[src/rtl/llc_reply_collector.sv]
// Merges four per-port LLC reply channels into one tagged stream: round-robin grant
// into a DEPTH-entry FIFO, drained through a single valid/ready output.
module llc_reply_collector #(
   parameter int DATA_W = 64,
   parameter int DEPTH  = 4
) (
   input  logic                      clk,
   input  logic                      reset,
   input  logic [3:0]                rep_si,
   output logic [3:0]                rep_ri,
   input  logic [4*DATA_W-1:0]       rep_di,
   output logic                      out_so,
   input  logic                      out_ro,
   output logic [DATA_W-1:0]         out_do,
   output logic [1:0]                out_src,
   output logic [$clog2(DEPTH):0]    occ,
   output logic [15:0]               acc_cnt
);

   localparam int PTR_W = $clog2(DEPTH);
   localparam logic [PTR_W:0] FULL_CNT = (PTR_W + 1)'(DEPTH);

   logic [DATA_W-1:0] data_mem [DEPTH];
   logic [1:0]        src_mem  [DEPTH];

   logic [PTR_W-1:0]  wr_ptr_reg;
   logic [PTR_W-1:0]  rd_ptr_reg;
   logic [PTR_W:0]    count_reg;
   logic [PTR_W:0]    count_next;
   logic [1:0]        rr_ptr_reg;
   logic [15:0]       acc_cnt_reg;

   logic [DATA_W-1:0] rep_data [4];
   logic [3:0]        rot_req;
   logic [1:0]        grant_off;
   logic [1:0]        grant_idx;
   logic              grant_valid;
   logic              enq;
   logic              deq;

   // rot_req[k] is the request of port rr_ptr+k, so the lowest set bit wins.
   for (genvar gi = 0; gi < 4; gi++) begin : g_port
      assign rep_data[gi] = rep_di[DATA_W*gi +: DATA_W];
      assign rot_req[gi]  = rep_si[rr_ptr_reg + 2'(gi)];
   end

   always_comb begin
      grant_off   = 2'd0;
      grant_valid = 1'b0;
      if (!reset && (count_reg != FULL_CNT)) begin
         if (rot_req[0]) begin
            grant_off   = 2'd0;
            grant_valid = 1'b1;
         end else if (rot_req[1]) begin
            grant_off   = 2'd1;
            grant_valid = 1'b1;
         end else if (rot_req[2]) begin
            grant_off   = 2'd2;
            grant_valid = 1'b1;
         end else if (rot_req[3]) begin
            grant_off   = 2'd3;
            grant_valid = 1'b1;
         end
      end
   end

   assign grant_idx = rr_ptr_reg + grant_off;

   always_comb begin
      rep_ri = 4'b0000;
      if (grant_valid) begin
         rep_ri[grant_idx] = 1'b1;
      end
   end

   // A grant always coincides with the granted port's valid, so it is the enqueue.
   assign enq = grant_valid;
   assign deq = (count_reg != '0) && out_ro;

   always_comb begin
      count_next = count_reg;
      case ({enq, deq})
         2'b10:   count_next = count_reg + (PTR_W + 1)'(1);
         2'b01:   count_next = count_reg - (PTR_W + 1)'(1);
         default: count_next = count_reg;
      endcase
   end

   always_ff @(posedge clk or posedge reset) begin
      if (reset) begin
         for (int i = 0; i < DEPTH; i++) begin
            data_mem[i] <= '0;
            src_mem[i]  <= '0;
         end
      end else if (enq) begin
         data_mem[wr_ptr_reg] <= rep_data[grant_idx];
         src_mem[wr_ptr_reg]  <= grant_idx;
      end
   end

   always_ff @(posedge clk or posedge reset) begin
      if (reset) begin
         wr_ptr_reg  <= '0;
         rd_ptr_reg  <= '0;
         count_reg   <= '0;
         rr_ptr_reg  <= '0;
         acc_cnt_reg <= '0;
      end else begin
         count_reg <= count_next;
         if (enq) begin
            wr_ptr_reg <= wr_ptr_reg + PTR_W'(1);
            rr_ptr_reg <= grant_idx + 2'd1;
            if (acc_cnt_reg != 16'hFFFF) begin
               acc_cnt_reg <= acc_cnt_reg + 16'd1;
            end
         end
         if (deq) begin
            rd_ptr_reg <= rd_ptr_reg + PTR_W'(1);
         end
      end
   end

   assign out_so  = (count_reg != '0);
   assign out_do  = data_mem[rd_ptr_reg];
   assign out_src = src_mem[rd_ptr_reg];
   assign occ     = count_reg;
   assign acc_cnt = acc_cnt_reg;

endmodule

[config.mk]
export PLATFORM = sky130hd
export DESIGN_NAME = llc_reply_collector
export DESIGN_NICKNAME = d
export VERILOG_FILES = /design/src/rtl/llc_reply_collector.sv
export SDC_FILE = /design/constraint.sdc
export NUM_CORES = 1
export LEC_CHECK = 0
export BUFFER_PORTS_ARGS = -buffer_cell sky130_fd_sc_hd__clkbuf_2
export CAP_MARGIN = 20
export CORE_ASPECT_RATIO = 0.5
export CORE_MARGIN = 3
export CORE_UTILIZATION = 52
export CTS_BUF_LIST = sky130_fd_sc_hd__clkbuf_4
export DETAILED_ROUTE_END_ITERATION = 8
export MAX_ROUTING_LAYER = met4
export PLACE_DENSITY = 0.81
export RECOVER_POWER = 50
export REMOVE_ABC_BUFFERS = 1
export SLEW_MARGIN = 20
export SYNTH_ARGS = -nofsm -noshare
export SYNTH_HDL_FRONTEND = slang
export SYNTH_SLANG_ARGS = --single-unit
[constraint.sdc]
create_clock -name clk -period 8.9 [get_ports clk]
set_input_delay 0.445 -clock clk [delete_from_list [all_inputs] [get_ports clk]]
set_output_delay 0.445 -clock clk [all_outputs]
set_load 0.01 [all_outputs]
* After elaboration in Yosys (flattened, before gate mapping) *
Index checks and enable logic that the tools add are counted.

storage, ports and cells
  bits in registers = 289
  input bits = 263
  word-level logic and storage cells = 85
  output and inout bits = 90

cells by class
  bitwise gates (word level) = 3
  equality and inequality tests = 4
  magnitude comparators = 10
  $add $sub $neg = 10
  muxes and demuxes = 37
  reductions and logical operators = 8

operator list
  kind                                                       count
  two-way mux 64 bit                                         5
  binary-select mux 64 bit (select 2 bit)                    2
  bitwise mux 256 bit                                        1
  demux 64 bit (select 2 bit)                                1
  adder 16 x 1 -> 16 bit (second input constant)             1
  two-way mux 2 bit                                          8
  != test 16 bit (second input constant)                     1
  < comparator 2 x 3 -> 1 bit (second input constant)        5
  two-way mux 1 bit                                          10
  greater-or-equal comparator 3 bit (second input constant)  3
  NOT 2 -> 3 bit                                             3
  adder 2 x 1 -> 2 bit (second input constant)               4
  binary-select mux 1 bit (select 2 bit)                     4
  bitwise mux 8 bit                                          1
  one-hot mux 3 bit (2 select lines)                         1
  adder 2 bit (second input constant)                        2
  binary-select mux 2 bit (select 2 bit)                     1
  demux 2 bit (select 2 bit)                                 1
  logical AND 1 bit                                          4
  two-way mux 4 bit                                          1
  adder 3 x 1 -> 3 bit (second input constant)               1
  < comparator 3 x 1 -> 1 bit (second input constant)        1
  != test 3 bit (second input constant)                      1
  nonzero test 3 bit                                         1
  9 further kinds                                            9

* Longest topological paths before layout *
Gate-level depths: netlist of the first run.

  depth in word-level cells = 14
  mapped depth = 14
  mapped depth without buffers = 11

* Worst setup path after synthesis of the first run *
No wires, ideal clock.

  path kind = input to register
  start = in rep_si[3]
  end = reg data_mem[194] (netlist bit)
  stages = 11
  arrival = 3.075 ns
  path slack = 5.680 ns
  cells stage by stage = mux4_2 > or3_4 > a21oi_1 > ha_1 > clkbuf_1 > clkbuf_1 > clkbuf_1 > mux2i_1 > nand2_1 > o211ai_1 > a22oi_1

between the ends
  cells in the longest elaborated chain, start to end = 13
  elaborated cells on any way between the ends = 24
  those cells by class = add/sub: 1; mux: 22; bitwise: 1

ends and longest elaborated chain
  element                                                  line  RTL
  start: declaration                                       9     input logic [3:0] rep_si,
  binary-select mux 1 bit (select 2 bit)                   44    assign rot_req[gi] = rep_si[rr_ptr_reg + 2'(gi)];
  two-way mux 1 bit (not written as such)                  44
  two-way mux 2 bit                                        60    end else if (rot_req[3]) begin
  two-way mux 2 bit                                        57    end else if (rot_req[2]) begin
  two-way mux 2 bit                                        54    end else if (rot_req[1]) begin
  two-way mux 2 bit *                                      51    if (rot_req[0]) begin
  two-way mux 2 bit *                                      50    if (!reset && (count_reg != FULL_CNT)) begin
  adder 2 bit *                                            67    assign grant_idx = rr_ptr_reg + grant_off;
  net grant_idx[0]                                         36    logic [1:0] grant_idx;
  NOT 2 -> 3 bit (not written as such) *                   96    data_mem[wr_ptr_reg] <= rep_data[grant_idx];
  binary-select mux 64 bit (select 2 bit) *                96
  two-way mux 64 bit (not written as such) * (2 in a row)  96
  bitwise mux 256 bit *                                    96
  end signal: indexed assignment                           96
  end: declaration                                         23    logic [DATA_W-1:0] data_mem [DEPTH];

Mark *: on every way through the listed nets, which the timed path passes. The rest lies on a longest branch. The select of a mux whose other input is x is not followed.
A chain may end at the register's enable or synchronous reset.

* Worst setup path in the final report of the first run *
  start = reg rd_ptr_reg[0]
  end = out out_do[29]

between the ends
  cells in the longest elaborated chain, start to end = 4

ends and longest elaborated chain
  element                                                line  RTL
  start: declaration                                     27    logic [PTR_W-1:0] rd_ptr_reg;
  start signal: assignment                               118   rd_ptr_reg <= rd_ptr_reg + PTR_W'(1);
  NOT 2 -> 3 bit (not written as such)                   124   assign out_do = data_mem[rd_ptr_reg];
  binary-select mux 64 bit (select 2 bit)                124
  two-way mux 64 bit (not written as such) (2 in a row)  124
  end: declaration                                       14    output logic [DATA_W-1:0] out_do,

No other way between the ends. The select of a mux whose other input is x is not followed.

==> metrics.md, run 1 <==
| Metric | Value |
|---|---|
| Status | finished with violations |
| Failing checks | max-capacitance violations, max-slew violations |
| Synth Flop Type | dfrtp_1 |
| Synth unique cells | 53 |
| Switching pwr | 3.49 mW |
| Clock Path Buffers | 3 |
| Placer Congestion | 0.827 |
| GRT Overall Usage | 0.307 |
| Fill count | 2,686 |
| Routed vias | 15,500 |
| Fmax | 0.173 GHz |
| Clock power frac | 0.134 |
| Final Slew Violations | 168 |
| Fin crit period | 5.78 ns |
| Post-layout util | 0.606 |
| DRT Wirelength | 53,800 um |
| First-pass GRT wire length | 84,200 um |
| Initial antenna violation count | 1 |
| GR Layer Usage met1 | 0.387 |
| Actual slew at the worst max-slew pin | 5.05 ns |
| Final hold slack | 0.134 ns |
| DIE WIDTH | 262 um |
| H-tree levels | 3 |
| Most frequent cells in the layout | nand2_1 (344), clkbuf_2 (327), dfrtp_1 (287) |
| Global route total overflow | 0 |
| IO Count | 353 |
| Most common cell after layout, fill and taps aside | nand2_1 |
| Sw Share | 0.455 |
| Via-to-Cell Ratio | 6.54 |
| Post-synth EDFFs | 0 |
| Row count | 46 |
| Largest net degree at the start of global routing | 254 |
| CP Class | reg -> out |
| P_leak | 9.10 nW |
| Met2 GRT Util | 0.488 |
| Post-DRT Antenna Nets | 0 |
| Number of max-cap violations | 3 |
| Initial drt markers | 1,835 |
| Routing usage on met3 | 0.0579 |
| Cells after synthesis | 1,600 |
| DRC | 0 |
| Final net count | 2,168 |
| Mapped Area | 0.0171 mm^2 |
| Area added between synthesis and finish | 13.6% |
| Port Buf Inserts | 352 |
| CTS Sinks | 289 |
| Seq pwr share | 0.309 |
| Crit path DAT | 5.34 ns |
| TritonRoute pass-1 iters | 6 |
| Total CTS buffers | 71 |
| Vias in the first global route | 15,700 |
| Final period utilization | 0.650 |
| GRT busiest layer | met2 |
| Dpl hpwl | 30,000 um |
| Worst path required time | 8.46 ns |
| CTS tree | built |
| CORE AREA | 0.0321 mm^2 |
| Crit path launch type | flip-flop |
| Internal power | 4.19 mW |
| Insertion delay to the later sink of the worst-skew pair | 0.76 ns |
| Endpoints failing setup | 0 |
| CTS Root Cell | clkbuf_4 |
| Initial Util | 0.533 |
| Max transition margin | -2.39 |
| Largest register FFs | 256 |
| Largest cells by area after synthesis | dfrtp_1 (42%), o211ai_1 (11%), a22oi_1 (11%) |
| Wire per inst | 22.8 um |
| Synth Warn # | 0 |
| Synth top area share | 0.423 |
| VDD IR max | 0.000593 V |
| Logic gate share of total power | 0.556 |
| Unrepaired setup endpoints after global routing | false |
| PwrDens | 395 mW/mm^2 |
| Die height | 134 um |
| Clock skew | 0.0295 ns |
| Hold Vio Cnt, Final | 0 |
| Sequential fraction of the synthesis area | 0.423 |
| Die area | 0.0352 mm^2 |
| Synth Register Bits | 289 |
| Worst hold path type | in -> reg |
| CP max FO | 40 |
| Crit. End Element | output pin |
| Asr flop ratio synth | 1.00 |
| Fin area | 0.0194 mm^2 |
| Share of cells above drive strength 1 | 0.312 |
| Mean Syn Cell Area | 10.7 um^2 |
| Placed instance area | 0.0187 mm^2 |
| Synth area leader | dfrtp_1 |
| CTS clk-pin slew, worst paths | 0.07 ns |
## layer usage
layer / part of all wire / vias up
met5: 0 / -
met4: 0.041 / 0
met3: 0.10 / 193
met2: 0.48 / 956
met1: 0.38 / 7562
li1: - / 6760
## worst max-delay path, stage by stage (launching register included)
cell and delay (ns):
dfrtp_4 0.84, clkbuf_1 2.73, mux4_2 0.80, clkbuf_2 0.16
## logic make-up after synthesis
logic type / after synthesis / synth area share
AO/OA/AOI/OAI: 525 / 0.234
AND/OR/NAND/NOR: 391 / 0.0915
flip-flops: 289 / 0.423
multiplexers: 203 / 0.173
buffers and inverters: 158 / 0.0577
XOR/XNOR: 26 / 0.0144
adder cells (fa/ha/maj): 8 / 0.00629
## cell type report
cell class	instances	area (um^2)	share of cell area
Antenna cell	2	5.00	0.000258
Clock buffer	97	728	0.0375
Clock inverter	10	37.5	0.00193
Inverter	11	42.5	0.00219
Multi-Input combinational cell	1153	8930	0.460
Sequential cell	289	7240	0.373
Tap cell	432	541	0.0278
Timing Repair Buffer	371	1900	0.0977
## synth_stat cells (all sizes together), types with 4 or more instances
library cell,count
a211oi,4
and2,7
o21ai,5
dfrtp,289
inv,11
mux2i,68
dlygate4sd1,13
dlygate4sd3,11
o211ai,252
mux2,68
clkbuf,66
nand4,6
nand2,348
buf,55
nor2,10
xnor2,17
xor2,9
a22oi,252
ha,7
nand3,4
mux4,67
## metrics by stage
stage,total power [mW],std cells,TNS (ns),setup slack [ns]
2_1_floorplan,5.32,1453,-951.75,-4.37
3_3_place_gp,6.49,2255,0,4.20
3_5_place_dp,6.60,2255,0,4.07
4_1_cts,7.64,2363,0,4.03
5_1_grt,8.16,2364,0,2.53
6_report,7.68,2365,0,3.12
## path summary, 6_finish.rpt
kind                               start            end  slack [ns]  cells after the start
min                               out_ro  rd_ptr_reg[0]        0.13                      3
max reg2reg                rr_ptr_reg[1]   data_mem[91]        4.06                      9
max in group asynchronous          reset  data_mem[154]        4.79                      3
min reg2reg                   src_mem[2]     src_mem[2]        0.48                      2
min in group asynchronous          reset  rr_ptr_reg[1]        1.81                      3
max                        rd_ptr_reg[0]     out_do[29]        3.12                      3
## power by group through the flow
stage                     registers (mW)  clock network, mW  logic, mW
after floorplan                     2.33                  0       3.00
after global placement              2.35                  0       4.14
after detailed placement            2.39                  0       4.22
after CTS                           2.37               1.05       4.23
after global routing                2.45               1.11       4.59
final                               2.37               1.03       4.27
## timing repair
item	in CTS	in global routing
hold buffers	1	0
setup endpoints to repair	0	0
gates resized for setup	0	0
endpoints found under the hold margin	109	0
buffers inserted	0	0
Power figures use the tool's default switching activity.
==> run 2: changes to the inputs <==
ABC_AREA = 1   (was not set)
CORE_UTILIZATION = 51   (was 52)
clock period = 4.8 ns   (was 8.9 ns; I/O delays follow)
==> run 2 against run 1 <==
Effect of this change:
- the run still ends with max-capacitance violations, max-slew violations left
- first-iteration DRC count grew 74%
- sequential cell count is the same
- combinational power grew to 2.5 times the previous value
- power grew 120%
- largest cell class unchanged
- sequential power grew 81%
- routed wire length grew 23%
- hold slack lost 0.065 ns
- highest routed layer unchanged
- core utilization grew 10 points
- die area shrank 3.2%
- cell area grew 12%
- final cell count grew 32%
- via count grew 26%
==> metrics.md, run 2 <==
| Metric | Value |
|---|---|
| Placed instance area | 0.0178 mm^2 |
| First-pass GRT wire length | 103,000 um |
| Die area | 0.0341 mm^2 |
| Cells after synthesis | 2,015 |
| CTS Root Cell | clkbuf_4 |
| Total CTS buffers | 71 |
| Routed met2 length | 30,000 um |
| Fin crit period | 4.63 ns |
| Synth Register Bits | 289 |
| Fill count | 2,076 |
| Mean Syn Cell Area | 8.05 um^2 |
| Synth unique cells | 37 |
| Failing checks | max-capacitance violations, max-slew violations |
| CP Class | reg -> out |
| Area added between synthesis and finish | 34.1% |
| Reg2reg setup slack | 0.37 ns |
| Synth Flop Type | dfrtp_1 |
| Routed vias | 19,500 |
| Setup WS pre-CTS | 1.27 ns |
| Share of cells above drive strength 1 | 0.193 |
| Vias in the first global route | 20,000 |
| P_leak | 11.1 nW |
| Hold_sp | rep_di[234] |
| VDD IR max | 0.000468 V |
| Global route total overflow | 0 |
| Post-DRT Antenna Nets | 0 |
| End of the critical path | out_do[11] |
| Crit path DAT | 4.39 ns |
| Fmax | 0.216 GHz |
| Synth area leader | dfrtp_1 |
| Number of max-cap violations | 3 |
| Initial drt markers | 3,194 |
| Synth top area share | 0.446 |
| Metal-1 WL | 21,800 um |
| DIE WIDTH | 258 um |
| Synth Area in Adders | 0.00663 |
| Die height | 132 um |
| Non-Filler Instances | 3,111 |
| Actual slew at the worst max-slew pin | 3.60 ns |
| Initial antenna violation count | 6 |
| Most frequent cells in the layout | nand2_1 (655), clkbuf_2 (331), dlygate4sd3_1 (321) |
| Post-synthesis xor/xnor area fraction | 0.0103 |
| Dpl hpwl | 29,600 um |
| DRC | 0 |
| Compound-Gate Fraction of Synth Area | 0.0733 |
| Power, Total | 17.0 mW |
| Row count | 45 |
| Final period utilization | 0.965 |
| GRT Overall Usage | 0.393 |
| Dpl cells | 2,672 |
| Insertion delay to the later sink of the worst-skew pair | 0.75 ns |
| Status | finished with violations |
| Initial Util | 0.527 |
| Worst hold path type | in -> reg |
| Clock Path Buffers | 3 |
| Reg2reg end | data_mem[77] |
| Worst path required time | 4.56 ns |
| Crit. End Element | output pin |
| CTS Sinks | 289 |
| Wire per inst | 21.4 um |
| DRT Wirelength | 66,500 um |
| Crit path launch | rd_ptr_reg[0] |
| PwrDens | 782 mW/mm^2 |
| Multiplexer area fraction after synthesis | 0.0790 |
| Crit path launch type | flip-flop |
| Sequential fraction of the synthesis area | 0.446 |
| Largest net degree at the start of global routing | 158 |
| Sequential standard cell area | 0.00724 mm^2 |
| Hold Vio Cnt, Final | 0 |
| Mapped Area | 0.0162 mm^2 |
| Commonest cells in the synthesized netlist | nand2_1 (653), nand3_1 (313), dfrtp_1 (289), nor2_1 (147), o21ai_0 (138) |
| Clock skew | 0.0363 ns |
| Asr flop ratio synth | 1.00 |
| Largest cells by area after synthesis | dfrtp_1 (45%), nand2_1 (15%), nand3_1 (9.7%) |
| Met3 Wirelength | 8520 um |
| Placer Congestion | 0.863 |
| TritonRoute pass-1 iters | 7 |
| H-tree levels | 3 |
| Endpoints failing setup | 0 |
| Max transition margin | -1.40 |
| Worst reg2reg path depth | 14 |
| Most frequent cell after synthesis | nand2_1 |
| Final net count | 2,916 |
| Fin area | 0.0218 mm^2 |
| Most common cell after layout, fill and taps aside | nand2_1 |
| Max layer used | met4 |
| Reg-to-Reg Start | rr_ptr_reg[0] |
| CTS tree | built |
| Multi-input logic area | 0.00783 mm^2 |
| Final Slew Violations | 257 |
| Final worst setup slack | 0.167 ns |
| Unrepaired setup endpoints after global routing | false |
| Post-synthesis simple-gate area fraction | 0.314 |
| IO Count | 353 |
| CP max FO | 45 |
| Port Buf Inserts | 352 |
| Via-to-Cell Ratio | 6.25 |
| Post-synth EDFFs | 0 |
| Largest register FFs | 256 |
| CTS clk-pin slew, worst paths | 0.08 ns |
| CORE AREA | 0.0308 mm^2 |
| Main combinational cell family by area after synthesis | simple AND/OR/NAND/NOR gates |
| Sum Neg Setup Slack | 0 ns |
| Synth Warn # | 0 |
-- run 2: layout make-up --
type,count,area share
Antenna cell,7,0.000805
Clock buffer,100,0.0345
Clock inverter,9,0.00282
Inverter,40,0.00788
Multi-Input combinational cell,1547,0.360
Sequential cell,289,0.333
Tap cell,423,0.0243
Timing Repair Buffer,696,0.237
-- run 2: logic make-up after synthesis --
logic type                 count (synthesis)
AOI/OAI and AO/OA                        220
muxes                                    128
buffers and inverters                    179
DFF                                      289
and+or+nand+nor                         1172
adders and majority gates                  8
xor gates and xnor gates                  19
-- run 2: metrics by stage --
stage,hold slack (ns),util
finish,0.0698,0.707
global route,0.0805,0.706
global placement,0.349,0.576
CTS,0.00953,0.707
detailed placement,0.351,0.576
floorplan,0.444,-
-- run 2: worst min path at each step --
stage / to / cells past startpoint
detailed placement: acc_cnt[13] / 2
floorplan: data_mem[100] / 2
global placement: acc_cnt[9] / 2
finish: data_mem[170] / 5
global route: data_mem[234] / 5
CTS: data_mem[170] / 5
-- run 2: critical path: stages, from the launching register on --
cell and delay, ns:
dfrtp_4 0.43, clkinvlp_2 1.31, clkbuf_2 0.97, o21ai_0 0.53, o22ai_1 0.19, clkbuf_2 0.17
-- run 2: what timing repair did --
action,4_1_cts,5_1_grt
buffers inserted,0,2
gates resized for setup,0,0
hold buffers,321,0
endpoints found under the setup margin,0,5
endpoints found under the hold margin,332,0
-- run 2: where the power goes --
group	switching [mW]	leakage [nW]	internal, mW
sequential	0.703	3.61	3.58
combinational	6.74	7.04	3.92
clock	1.07	0.492	0.998
total	8.51	11.1	8.50
-- run 2: per-layer routing --
metal | GRT usage | vias up
met5 | - | -
met4 | 0.311 | 0
met3 | 0.117 | 670
met2 | 0.598 | 1872
met1 | 0.433 | 8880
li1 | - | 8029
